File: src/rtl/pwm_meter_pkg.sv
// rtl/pwm_meter_pkg.sv - shared state encoding and constants for the PWM meter
package pwm_meter_pkg;

  localparam logic [0:0] ST_IDLE    = 1'b0;
  localparam logic [0:0] ST_MEASURE = 1'b1;

  localparam int unsigned DUTY_W      = 8;
  localparam int unsigned SYNC_STAGES = 2;

endpackage

File: src/rtl/pwm_meter_div.sv
// rtl/pwm_meter_div.sv - unsigned sequential restoring divider, one quotient bit per clock
module pwm_meter_div #(
  parameter int unsigned num_w_p = 32,
  parameter int unsigned den_w_p = 24
) (
  input  logic               clk_in,
  input  logic               rst_n_in,
  input  logic               start_in,
  input  logic [num_w_p-1:0] num_in,
  input  logic [den_w_p-1:0] den_in,
  output logic               busy_out,
  output logic               done_out,
  output logic [num_w_p-1:0] quo_out
);

  localparam int unsigned   CW    = $clog2(num_w_p + 1);
  localparam logic [CW-1:0] STEPS = CW'(num_w_p);
  localparam logic [CW-1:0] LAST  = CW'(1);

  logic               busy_q, busy_d, done_q, done_d, ge;
  logic [CW-1:0]      step_q, step_d;
  logic [den_w_p-1:0] rem_q, rem_d, den_q, den_d;
  logic [den_w_p:0]   rem_sh;
  logic [num_w_p-1:0] num_q, num_d, quo_q, quo_d;

  // Remainder stays below the divisor, so the shifted value needs one extra bit.
  always_comb begin
    rem_sh = {rem_q, num_q[num_w_p-1]};
    ge     = rem_sh >= {1'b0, den_q};
    busy_d = busy_q;
    done_d = 1'b0;
    step_d = step_q;
    rem_d  = rem_q;
    den_d  = den_q;
    num_d  = num_q;
    quo_d  = quo_q;
    if (!busy_q) begin
      if (start_in) begin
        busy_d = 1'b1;
        step_d = STEPS;
        rem_d  = '0;
        den_d  = den_in;
        num_d  = num_in;
      end
    end else begin
      rem_d  = ge ? (rem_sh[den_w_p-1:0] - den_q) : rem_sh[den_w_p-1:0];
      num_d  = {num_q[num_w_p-2:0], ge};
      step_d = step_q - LAST;
      if (step_q == LAST) begin
        busy_d = 1'b0;
        done_d = 1'b1;
        quo_d  = {num_q[num_w_p-2:0], ge};
      end
    end
  end

  always_ff @(posedge clk_in or negedge rst_n_in) begin
    if (!rst_n_in) begin
      busy_q <= 1'b0;
      done_q <= 1'b0;
      step_q <= '0;
      rem_q  <= '0;
      den_q  <= '0;
      num_q  <= '0;
      quo_q  <= '0;
    end else begin
      busy_q <= busy_d;
      done_q <= done_d;
      step_q <= step_d;
      rem_q  <= rem_d;
      den_q  <= den_d;
      num_q  <= num_d;
      quo_q  <= quo_d;
    end
  end

  assign busy_out = busy_q;
  assign done_out = done_q;
  assign quo_out  = quo_q;

endmodule

File: src/rtl/pwm_meter.sv
// rtl/pwm_meter.sv - PWM period/high-time meter with loss-of-signal flag; duty output under PWM_METER_DUTY_EN
module pwm_meter
  import pwm_meter_pkg::*;
#(
  parameter int unsigned            cnt_width_p = 24,
  parameter logic [cnt_width_p-1:0] timeout_p   = cnt_width_p'(16_777_000)
) (
  input  logic                   clk_in,
  input  logic                   rst_n_in,
  input  logic                   pwm_in,
  output logic [cnt_width_p-1:0] period_cnt_out,
  output logic [cnt_width_p-1:0] high_cnt_out,
  output logic                   meas_valid_out,
  output logic                   timeout_out
`ifdef PWM_METER_DUTY_EN
  ,
  output logic [DUTY_W-1:0]      duty_out,
  output logic                   duty_valid_out
`endif
);

  typedef logic [cnt_width_p-1:0] cnt_t;
  localparam cnt_t CNT_ONE = {{(cnt_width_p-1){1'b0}}, 1'b1};
  localparam cnt_t CNT_MAX = '1;

  logic [SYNC_STAGES-1:0] sync_q, sync_d;
  logic                   pwm_dly_q, pwm_dly_d, pwm_s, rise;
  logic [0:0]             state_q, state_d;
  cnt_t                   per_cnt_q, per_cnt_d, hi_cnt_q, hi_cnt_d;
  cnt_t                   period_q, period_d, high_q, high_d;
  logic                   valid_q, valid_d, timeout_q, timeout_d;

  assign pwm_s     = sync_q[SYNC_STAGES-1];
  assign rise      = pwm_s & ~pwm_dly_q;
  assign pwm_dly_d = pwm_s;

  always_comb begin
    sync_d    = {sync_q[SYNC_STAGES-2:0], pwm_in};
    state_d   = state_q;
    per_cnt_d = per_cnt_q;
    hi_cnt_d  = hi_cnt_q;
    period_d  = period_q;
    high_d    = high_q;
    valid_d   = 1'b0;
    timeout_d = timeout_q;
    if (rise) begin
      per_cnt_d = CNT_ONE;
      hi_cnt_d  = CNT_ONE;
      timeout_d = 1'b0;
    end else begin
      if (per_cnt_q != CNT_MAX) per_cnt_d = per_cnt_q + CNT_ONE;
      if (pwm_s && hi_cnt_q != CNT_MAX) hi_cnt_d = hi_cnt_q + CNT_ONE;
    end
    // The first edge after IDLE only opens a period; a rise always beats the timeout.
    case (state_q)
      ST_IDLE: begin
        if (rise) state_d = ST_MEASURE;
      end
      ST_MEASURE: begin
        if (rise) begin
          period_d = per_cnt_q;
          high_d   = hi_cnt_q;
          valid_d  = 1'b1;
        end else if (per_cnt_q == timeout_p) begin
          timeout_d = 1'b1;
          period_d  = '0;
          high_d    = '0;
          state_d   = ST_IDLE;
        end
      end
      default: state_d = ST_IDLE;
    endcase
  end

  always_ff @(posedge clk_in or negedge rst_n_in) begin
    if (!rst_n_in) begin
      sync_q    <= '0;
      pwm_dly_q <= 1'b0;
      state_q   <= ST_IDLE;
      per_cnt_q <= '0;
      hi_cnt_q  <= '0;
      period_q  <= '0;
      high_q    <= '0;
      valid_q   <= 1'b0;
      timeout_q <= 1'b0;
    end else begin
      sync_q    <= sync_d;
      pwm_dly_q <= pwm_dly_d;
      state_q   <= state_d;
      per_cnt_q <= per_cnt_d;
      hi_cnt_q  <= hi_cnt_d;
      period_q  <= period_d;
      high_q    <= high_d;
      valid_q   <= valid_d;
      timeout_q <= timeout_d;
    end
  end

  assign period_cnt_out = period_q;
  assign high_cnt_out   = high_q;
  assign meas_valid_out = valid_q;
  assign timeout_out    = timeout_q;

`ifdef PWM_METER_DUTY_EN
  localparam int unsigned NUM_W = cnt_width_p + DUTY_W;

  logic [NUM_W-1:0] div_quo;
  logic             div_busy, div_done;

  pwm_meter_div #(
    .num_w_p(NUM_W),
    .den_w_p(cnt_width_p)
  ) u_div (
    .clk_in   (clk_in),
    .rst_n_in (rst_n_in),
    .start_in (valid_q & ~div_busy),
    .num_in   ({high_q, {DUTY_W{1'b0}}}),
    .den_in   (period_q),
    .busy_out (div_busy),
    .done_out (div_done),
    .quo_out  (div_quo)
  );

  // Quotient can reach 256 only when high equals period.
  assign duty_out       = (|div_quo[NUM_W-1:DUTY_W]) ? '1 : div_quo[DUTY_W-1:0];
  assign duty_valid_out = div_done;
`endif

endmodule
File: config.mk
export PLATFORM = sky130hd
export DESIGN_NAME = pwm_meter
export DESIGN_NICKNAME = d
export VERILOG_FILES = /design/src/rtl/pwm_meter_pkg.sv /design/src/rtl/pwm_meter_div.sv /design/src/rtl/pwm_meter.sv
export SDC_FILE = /design/constraint.sdc
export NUM_CORES = 1
export LEC_CHECK = 0
export ABC_AREA = 1
export CAP_MARGIN = 25
export CORE_UTILIZATION = 50
export DETAILED_ROUTE_END_ITERATION = 10
export DONT_BUFFER_PORTS = 1
export SYNTH_ARGS = -nofsm -noshare
export SYNTH_HDL_FRONTEND = slang
export SYNTH_SLANG_ARGS = --single-unit
File: constraint.sdc
create_clock -name clk_in -period 4.8 [get_ports clk_in]
set_input_delay 0.96 -clock clk_in [delete_from_list [all_inputs] [get_ports clk_in]]
set_output_delay 0.96 -clock clk_in [all_outputs]
set_load 0.005 [all_outputs]
-- After elaboration in Yosys (flattened, before gate mapping)
Cells that the tools add are included.
- output and inout port bits: 50
- memories: 0
- RAM bits: 0
- bits in latches: 0
- ROM bits: 0
- register bits after elaboration: 102
- div/mod/pow operators: 0
- mux-type cells: 16
- shift-type cells: 0
- $mul: 0
- reductions and logical operators: 5
- add/subtract/negate cells: 2
- bitwise gates (word level): 3
- magnitude comparators: 0
- equality and inequality tests: 3
- operators by type and width (kind ; number):
    24-bit two-way mux ; 7
    24-bit by 1-bit adder with 24-bit output, second input constant ; 2
    24-bit inequality test, second input constant ; 2
    24-bit equality test, second input constant ; 1
    1-bit two-way mux ; 8
    2-bit nonzero test ; 3
    1-bit inverter ; 2
    1-bit one-hot mux with 2 select lines ; 1
    2-bit AND reduction ; 1
    1-bit bitwise AND ; 1
    1-bit logical AND ; 1

-- Logic depth before layout (Yosys ltp)
Gate-level depths: netlist (run 1).
- word-level depth: 6
- mapped depth: 11

-- Worst setup path after synthesis (run 1)
Ideal clock, no wire load.
- path kind: reg2reg
- start: register per_cnt_q[0]
- end: register per_cnt_q[11]
- setup slack: 3.183 ns
- data required time: 4.735 ns
- path buffers: 1
- arrival time: 1.552 ns
- library setup time: 0.065 ns
- clock period less this slack: 1.617 ns
- cell stages (with the launch flop): 9
- path through: dfrtp_1 -> ha_1 -> inv_1 -> nor2_2 -> nand2_1 -> nor2_4 -> nand3_4 -> buf_6 -> nand2_1
- cells in the longest elaborated chain, start to end: 3
- elaborated cells between the ends (all ways): 5
- ends and longest elaborated chain (item ; RTL line ; RTL):
    from (decl) ; pwm_meter.sv:29 ; cnt_t per_cnt_q, per_cnt_d, hi_cnt_q, hi_cnt_d;
    from (signal assigned) ; pwm_meter.sv:90 ; per_cnt_q <= per_cnt_d;
    24-bit by 1-bit adder with 24-bit output ; pwm_meter.sv:51 ; if (per_cnt_q != CNT_MAX) per_cnt_d = per_cnt_q + CNT_ONE;
    24-bit two-way mux ; pwm_meter.sv:51 ;
    24-bit two-way mux ; pwm_meter.sv:46 ; if (rise) begin
Parallel ways exist; a longest one is shown, timed or not. The select of a mux whose other input is x is not followed.
A chain may end at the register's enable or synchronous reset.

-- Worst setup path after layout (run 1)
- start: register per_cnt_q[0]
- end: register high_q[14], in the netlist high_cnt_out[14]
- cells in the longest elaborated chain, start to end: 3
- ends and longest elaborated chain (item ; RTL line ; RTL):
    24-bit equality test ; pwm_meter.sv:64 ; end else if (per_cnt_q == timeout_p) begin
    2-bit nonzero test (no source line) ; -- ;
    2-bit AND reduction (no source line) ; -- ;
    to (signal assigned) ; pwm_meter.sv:93 ; high_q <= high_d;
    to (decl) ; pwm_meter.sv:30 ; cnt_t period_q, period_d, high_q, high_d;
Every way passes these cells.

==> results.toml, run 1 <==
[yosys]
synth_seq_cells = 102
synth_area_sq_um = 5254
avgSynthCellArea_sq_um = 7.505
synthesis.nets = 706
yosys.cell_types.count = 29
yosysSeqAreaShare_pct = 48.58
synthCells = 700
yosysWarnings = 0

[route]
routed_via_density = 5.290
route.detailed.drc = 0
drt_iter0_markers = 325
first_pass_iters = 5
wirelength_microns = 12320
wire_per_inst_microns = 14.87
drtAntennaViolNets = 0
vias = 4380

[floorplan]
die_h_microns = 104.5
rows = 37
dieArea_sq_um = 10920
start_util_pct = 51.12
boundaryPins = 53
die_x_microns = 104.5
core-area_sq_um = 10280

[final_layout]
area.growth.synth_to_final_pct = 3.977
utilization_pct = 53.15
final_cells = 828
layout.nets = 693
layout.cells.most_common = "nand2_1"
final_layout_size_suffix_gt1_share_pct = 7.081
antenna_cells = 0
layout_common_cells = "nand2_1 (278), dfrtp_1 (102), nand3_1 (96), nor2_1 (61), inv_1 (45)"

[place]
place.gp.congestion = 0.8763
hpwl_microns = 8542
place_ws_ns = 2.333
place_inst = 812
port_buffers = 0

[global_routing]
grt_overflow = 0
grt_pass1_wl_microns = 20540
grt_pass1_vias = 4011
grt_max_degree = 103
track_usage_pct = 23.80
antenna_found_initial = 0

[power]
p_per_area_nw_per_um2 = 294.4
p_total_uw = 1608
p_switching_uw = 465.7
seqPwrFrac_pct = 60.0
vdd_drop_max_mv = 0.1727
clockPowerShare_pct = 32.4
pwr-share-comb_pct = 7.6
leakagePower_uw = 0.002700
intPower_uw = 1142
p_sw_share_pct = 28.96

[timing]
maxSlewViolCount = 0
setup_viol = 0
setup_slack_ns = 2.355
tightestPinTransition_ns = 1.009
fmax_mhz = 408.9
finalHoldViolCount = 0
fin_crit_sh_pct = 50.94
setup_tns_ns = 0
clock_skew_ns = 0.01033
max-slew-margin-rel_pct = 32.63
rsz0062_at_grt = "no"
period_needed_ns = 2.445

[clock_network]
post_cts_resized = 0
numCtsBuffers = 9
post_cts_buffers = 0
hold_buffers = 0
h-tree-depth = 3
clock_latency_ns = 0.37
cts-root-buf = "clkbuf_8"
clk_pin_slew_worst_paths_ns = 0.10
clock_path_buffers = 2
cts_tree = "done"
clock-sinks = 102

[worst_setup_path]
cp-end-kind = "register"
crit_type = "register to register"
worstPathRequired_ns = 5.05
cp_slowest_stage_delay_ns = 0.76
path_cells = "inv_1 > ha_1 > nand2_1 > nor3_1 > nand2_1 > nor2_2 > nand3_2 > nand3_1 > nand2_1"
r2r_end = "high_cnt_out[14]$_DFFE_PN0P_"
critPathArrivalTime_ns = 2.69
r2r_slack_ns = 2.35
start_kind = "register"
reg2reg_depth = 9
r2r_start = "per_cnt_q[0]$_DFFE_PN0P_"
cp_common_cell = "nand2_1"
crit_path_top_delay_cell = "nand3_2"
startpoint = "per_cnt_q[0]$_DFFE_PN0P_"
cp_max_fo = 49

[job]
cap_violations = 0

[outcome]
status = "complete, no violations"

[min_path]
min_path_type = "input port to asynchronous set/reset pin"
==> worst max-delay path by stage <==
stage	to	cells after the start
after floorplan	per_cnt_q[11]$_DFFE_PN0P_	8
after global placement	high_cnt_out[13]$_DFFE_PN0P_	6
after detailed placement	high_cnt_out[5]$_DFFE_PN0P_	9
after CTS	high_cnt_out[5]$_DFFE_PN0P_	9
after global routing	high_cnt_out[16]$_DFFE_PN0P_	9
final	high_cnt_out[14]$_DFFE_PN0P_	9
==> state kept, by name, summed over array words and instances, names as in the netlist <==
name,cells
hi_cnt_q,24
high_cnt_out,24
meas_valid_out,1
per_cnt_q,24
period_cnt_out,24
pwm_dly_q,1
state_q,1
sync_q,2
timeout_out,1
==> through the flow <==
| step | cell area (sq um) | hold slack (ns) |
|---|---|---|
| 6_report | 5463 | 0.2694 |
| 5_1_grt | 5463 | 0.2389 |
| 3_5_place_dp | 5283 | 0.3347 |
| 3_3_place_gp | 5283 | 0.3353 |
| 4_1_cts | 5463 | 0.2483 |
| 2_1_floorplan | 5254 | 0.3312 |
==> cells in the mapped netlist <==
cell type,n,area [sq um]
inv_2,5,18.77
nor3b_4,1,18.77
buf_6,6,67.56
buf_2,8,40.04
inv_1,45,168.9
nor2_4,4,45.04
nand3_2,3,30.03
nand3_1,96,480.5
xor2_1,1,8.760
buf_1,3,11.26
nand3_4,1,17.52
nor2_2,4,25.02
nand3b_1,2,15.01
dfrtp_1,102,2552
nand2_1,278,1044
or2_2,9,56.30
ha_1,3,37.54
xnor2_1,6,52.55
nand2_2,4,25.02
o21ai_0,10,50.05
nor3_1,6,30.03
o21ai_1,15,75.07
clkbuf_1,8,30.03
nand4_1,7,43.79
nor2_1,61,229.0
a21oi_1,2,10.01
o21bai_1,4,30.03
a31oi_1,5,31.28
nor3_2,1,10.01
==> power by group through the flow <==
| stage | sequential, uW | clock (uW) | combinational, uW |
|---|---|---|---|
| finish | 965 | 521 | 123 |
| CTS | 964 | 535 | 124 |
| detailed placement | 981 | 0 | 123 |
| global route | 972 | 569 | 142 |
| global placement | 979 | 0 | 119 |
| floorplan | 963 | 0 | 102 |
==> critical path: cells and delay by family, from the launching register on <==
family                     cells  cell delay [ns]
buffers and inverters          1             0.14
and+or+nand+nor                7             1.54
adders and majority gates      1             0.16
DFF                            1             0.46
==> metal layers <==
layer  routed length, microns  track usage (%)  share of wire [%]
met5                        0                0                  0
met4                      113            6.837               0.92
met3                      826            6.015                6.7
met2                     5045            33.16                 41
met1                     6330            36.23                 51
==> cells by family after synthesis <==
logic type	count (synthesis)	share of synthesized area (%)
fa+ha+maj	3	0.7145
compound gates	36	3.739
simple gates	477	39.39
flops	102	48.58
buf+inv	75	6.406
xor+xnor	7	1.167
==> cell type report <==
class                   instances  area, sq um
clock buffers                   9        123.9
clock inverters                 7        56.30
fillers                      1051         4815
inverters                      50        187.7
multi-input cells             523         2365
flip-flops and latches        102         2552
well taps                     136        170.2
repair buffers                  1        7.507
Note: power is estimated with default switching activity, not from simulation.
==> run 2: changes to the inputs <==
--- a/config.mk
+++ b/config.mk
@@ -10,6 +10,7 @@
 export CORE_UTILIZATION = 50
 export DETAILED_ROUTE_END_ITERATION = 10
 export DONT_BUFFER_PORTS = 1
+export PLACE_DENSITY = 0.68
 export SYNTH_ARGS = -nofsm -noshare
 export SYNTH_HDL_FRONTEND = slang
 export SYNTH_SLANG_ARGS = --single-unit
==> constraint.sdc (replaced) <==
create_clock -name clk_in -period 2.15 [get_ports clk_in]
set_input_delay 0.43 -clock clk_in [delete_from_list [all_inputs] [get_ports clk_in]]
set_output_delay 0.43 -clock clk_in [all_outputs]
set_load 0.005 [all_outputs]
==> run 2 against run 1 <==
  * The run now ends with negative hold slack left
  * Sequential share of layout area decreased by 0.79 points
  * Largest power group unchanged
  * Worst hold slack got worse by 0.52 ns
  * Worst setup slack got worse by 2.1 ns
==> results.toml, run 2 (same netlist as run 1, synthesis figures left out) <==
[route]
wirelength_microns = 12430
wire_per_inst_microns = 14.86
routed_via_density = 5.417
drt_iter0_markers = 452
route.detailed.drc = 0
vias = 4529
drtAntennaViolNets = 0
first_pass_iters = 6

[timing]
maxSlewViolCount = 0
setup_tns_ns = 0
fin_hold_ws_ns = -0.2552
rsz0062_at_grt = "no"
finalHoldViolCount = 102
clock_skew_ns = 0.006842
max-slew-margin-rel_pct = 46.32
fmax_mhz = 524.1
fin_crit_sh_pct = 88.74
tightestPinTransition_ns = 0.8041
setup_viol = 0
period_needed_ns = 1.908

[floorplan]
start_util_pct = 51.12
die_h_microns = 104.5
dieArea_sq_um = 10920
core-area_sq_um = 10280
boundaryPins = 53
rows = 37
die_x_microns = 104.5

[clock_network]
clock_latency_ns = 0.37
numCtsBuffers = 9
clock_path_buffers = 2
cts-root-buf = "clkbuf_8"
clock-sinks = 102
clk_pin_slew_worst_paths_ns = 0.09
h-tree-depth = 3
cts_tree = "done"

[final_layout]
layout.cells.most_common = "nand2_1"
antenna_cells = 0
design_area_sq_um = 5557
regArea_sq_um = 2552
layout.nets = 701
final_layout_size_suffix_gt1_share_pct = 8.000
multiInputGateArea_sq_um = 2367
area.growth.synth_to_final_pct = 5.763
layout_common_cells = "nand2_1 (278), dfrtp_1 (102), nand3_1 (96), nor2_1 (61), inv_1 (45)"
num-fill-cells = 998

[worst_setup_path]
reg2reg_depth = 10
r2r_start = "hi_cnt_q[0]$_DFFE_PN0P_"
crit_type = "register to register"
cp_top_family = "simple AND/OR/NAND/NOR gates"
cp_max_fo = 21
start_kind = "register"
cp_slowest_stage_delay_ns = 0.46
r2r_end = "hi_cnt_q[12]$_DFFE_PN0P_"
critPathArrivalTime_ns = 2.20
path_buf_inv = 1
cp_common_cell = "nand2_2"
path_cells = "ha_1 > nand2_2 > nor2_4 > nand2_2 > nor2_4 > nand3_2 > nand2_2 > buf_4 > nand2_1 > o21ai_1"
worstPathRequired_ns = 2.45
cp-end-kind = "register"
r2r_slack_ns = 0.24
crit_path_top_delay_cell = "dfrtp_1"

[place]
place.gp.congestion = 0.9349
port_buffers = 0
placedInstanceArea_sq_um = 5343
hpwl_microns = 8689

[global_routing]
grt_pass1_vias = 4261
grt_max_degree = 103
grt_overflow = 0
track_usage_pct = 24.70
antenna_found_initial = 0
grt_pass1_wl_microns = 21340

[job]
cap_violations = 0

[outcome]
violations = "negative hold slack"
status = "finished, violations left"

[power]
clockPowerShare_pct = 34.5
vdd_drop_max_mv = 0.2828
pwr-share-comb_pct = 7.6
seqPwrFrac_pct = 57.9
p_sw_share_pct = 25.71
p_per_area_nw_per_um2 = 669.4
intPower_uw = 2763
p_switching_uw = 956.2
p_total_uw = 3719
leakagePower_uw = 0.002755

[min_path]
min_path_type = "input port to asynchronous set/reset pin"
[run 2: cell types whose count changed in the layout (fill, tap and decap cells not counted), sizes merged]
cell	delta
inv	-3
clkbuf	+5
clkinv	-1
bufinv	+1
clkinvlp	-2
buf	+8
[run 2: metal layers]
layer  GRT usage, %  wire, microns  vias to the layer above
met5              0              0                        -
met4          9.082            199                        0
met3          3.885            729                       18
met2          38.03           5695                      148
met1          35.13           5801                     2157
li1               -              -                     2206
[run 2: timing repair]
| action | CTS | global route |
|---|---|---|
| resized for setup | 0 | 1 |
| endpoints found under the hold margin | 102 | 102 |
| endpoints found under the setup margin | 0 | 1 |
| buffers inserted | 0 | 0 |
[run 2: worst max path at each step]
stage	endpoint	from	cells after the start	slack, ns
finish	hi_cnt_q[12]$_DFFE_PN0P_	hi_cnt_q[0]$_DFFE_PN0P_	10	0.24
global route	hi_cnt_q[12]$_DFFE_PN0P_	hi_cnt_q[0]$_DFFE_PN0P_	10	0.03
CTS	per_cnt_q[1]$_DFFE_PN0P_	per_cnt_q[0]$_DFFE_PN0P_	7	0.18
detailed placement	per_cnt_q[1]$_DFFE_PN0P_	per_cnt_q[0]$_DFFE_PN0P_	7	0.20
global placement	per_cnt_q[1]$_DFFE_PN0P_	per_cnt_q[0]$_DFFE_PN0P_	7	0.26
floorplan	per_cnt_q[11]$_DFFE_PN0P_	per_cnt_q[0]$_DFFE_PN0P_	8	0.53
[run 2: power groups by stage]
stage | logic (uW) | registers, uW | clock network [uW]
6_report | 284 | 2150 | 1280
5_1_grt | 333 | 2180 | 1400
4_1_cts | 285 | 2150 | 1320
3_5_place_dp | 281 | 2190 | 0
3_3_place_gp | 278 | 2190 | 0
2_1_floorplan | 229 | 2150 | 0
[run 2: final cells by class]
class	count	share of cell area, %
flip-flops and latches	102	45.94
inverters	50	3.378
clock inverters	2	0.6980
clock buffers	14	3.107
repair buffers	9	1.216
multi-input cells	523	42.60
well taps	136	3.062
[run 2: through the flow]
step	setup WS [ns]	utilization, %	instances
6_report	0.2420	54.07	836
4_1_cts	0.1773	54.04	836
5_1_grt	0.02577	54.07	836
2_1_floorplan	0.5334	-	700
3_3_place_gp	0.2611	51.98	820
3_5_place_dp	0.2014	51.98	820
==> run 3: changes to the inputs <==
==> constraint.sdc (replaced) <==
create_clock -name clk_in -period 2.15 [get_ports clk_in]
set_input_delay 0.645 -clock clk_in [delete_from_list [all_inputs] [get_ports clk_in]]
set_output_delay 0.645 -clock clk_in [all_outputs]
set_load 0.005 [all_outputs]
==> results of run 3 <==
The final DEF is identical to that of run 2. Status: finished, violations left: negative hold slack.
Among the figures that moved: hold slack -0.2552 ns -> -0.04020 ns
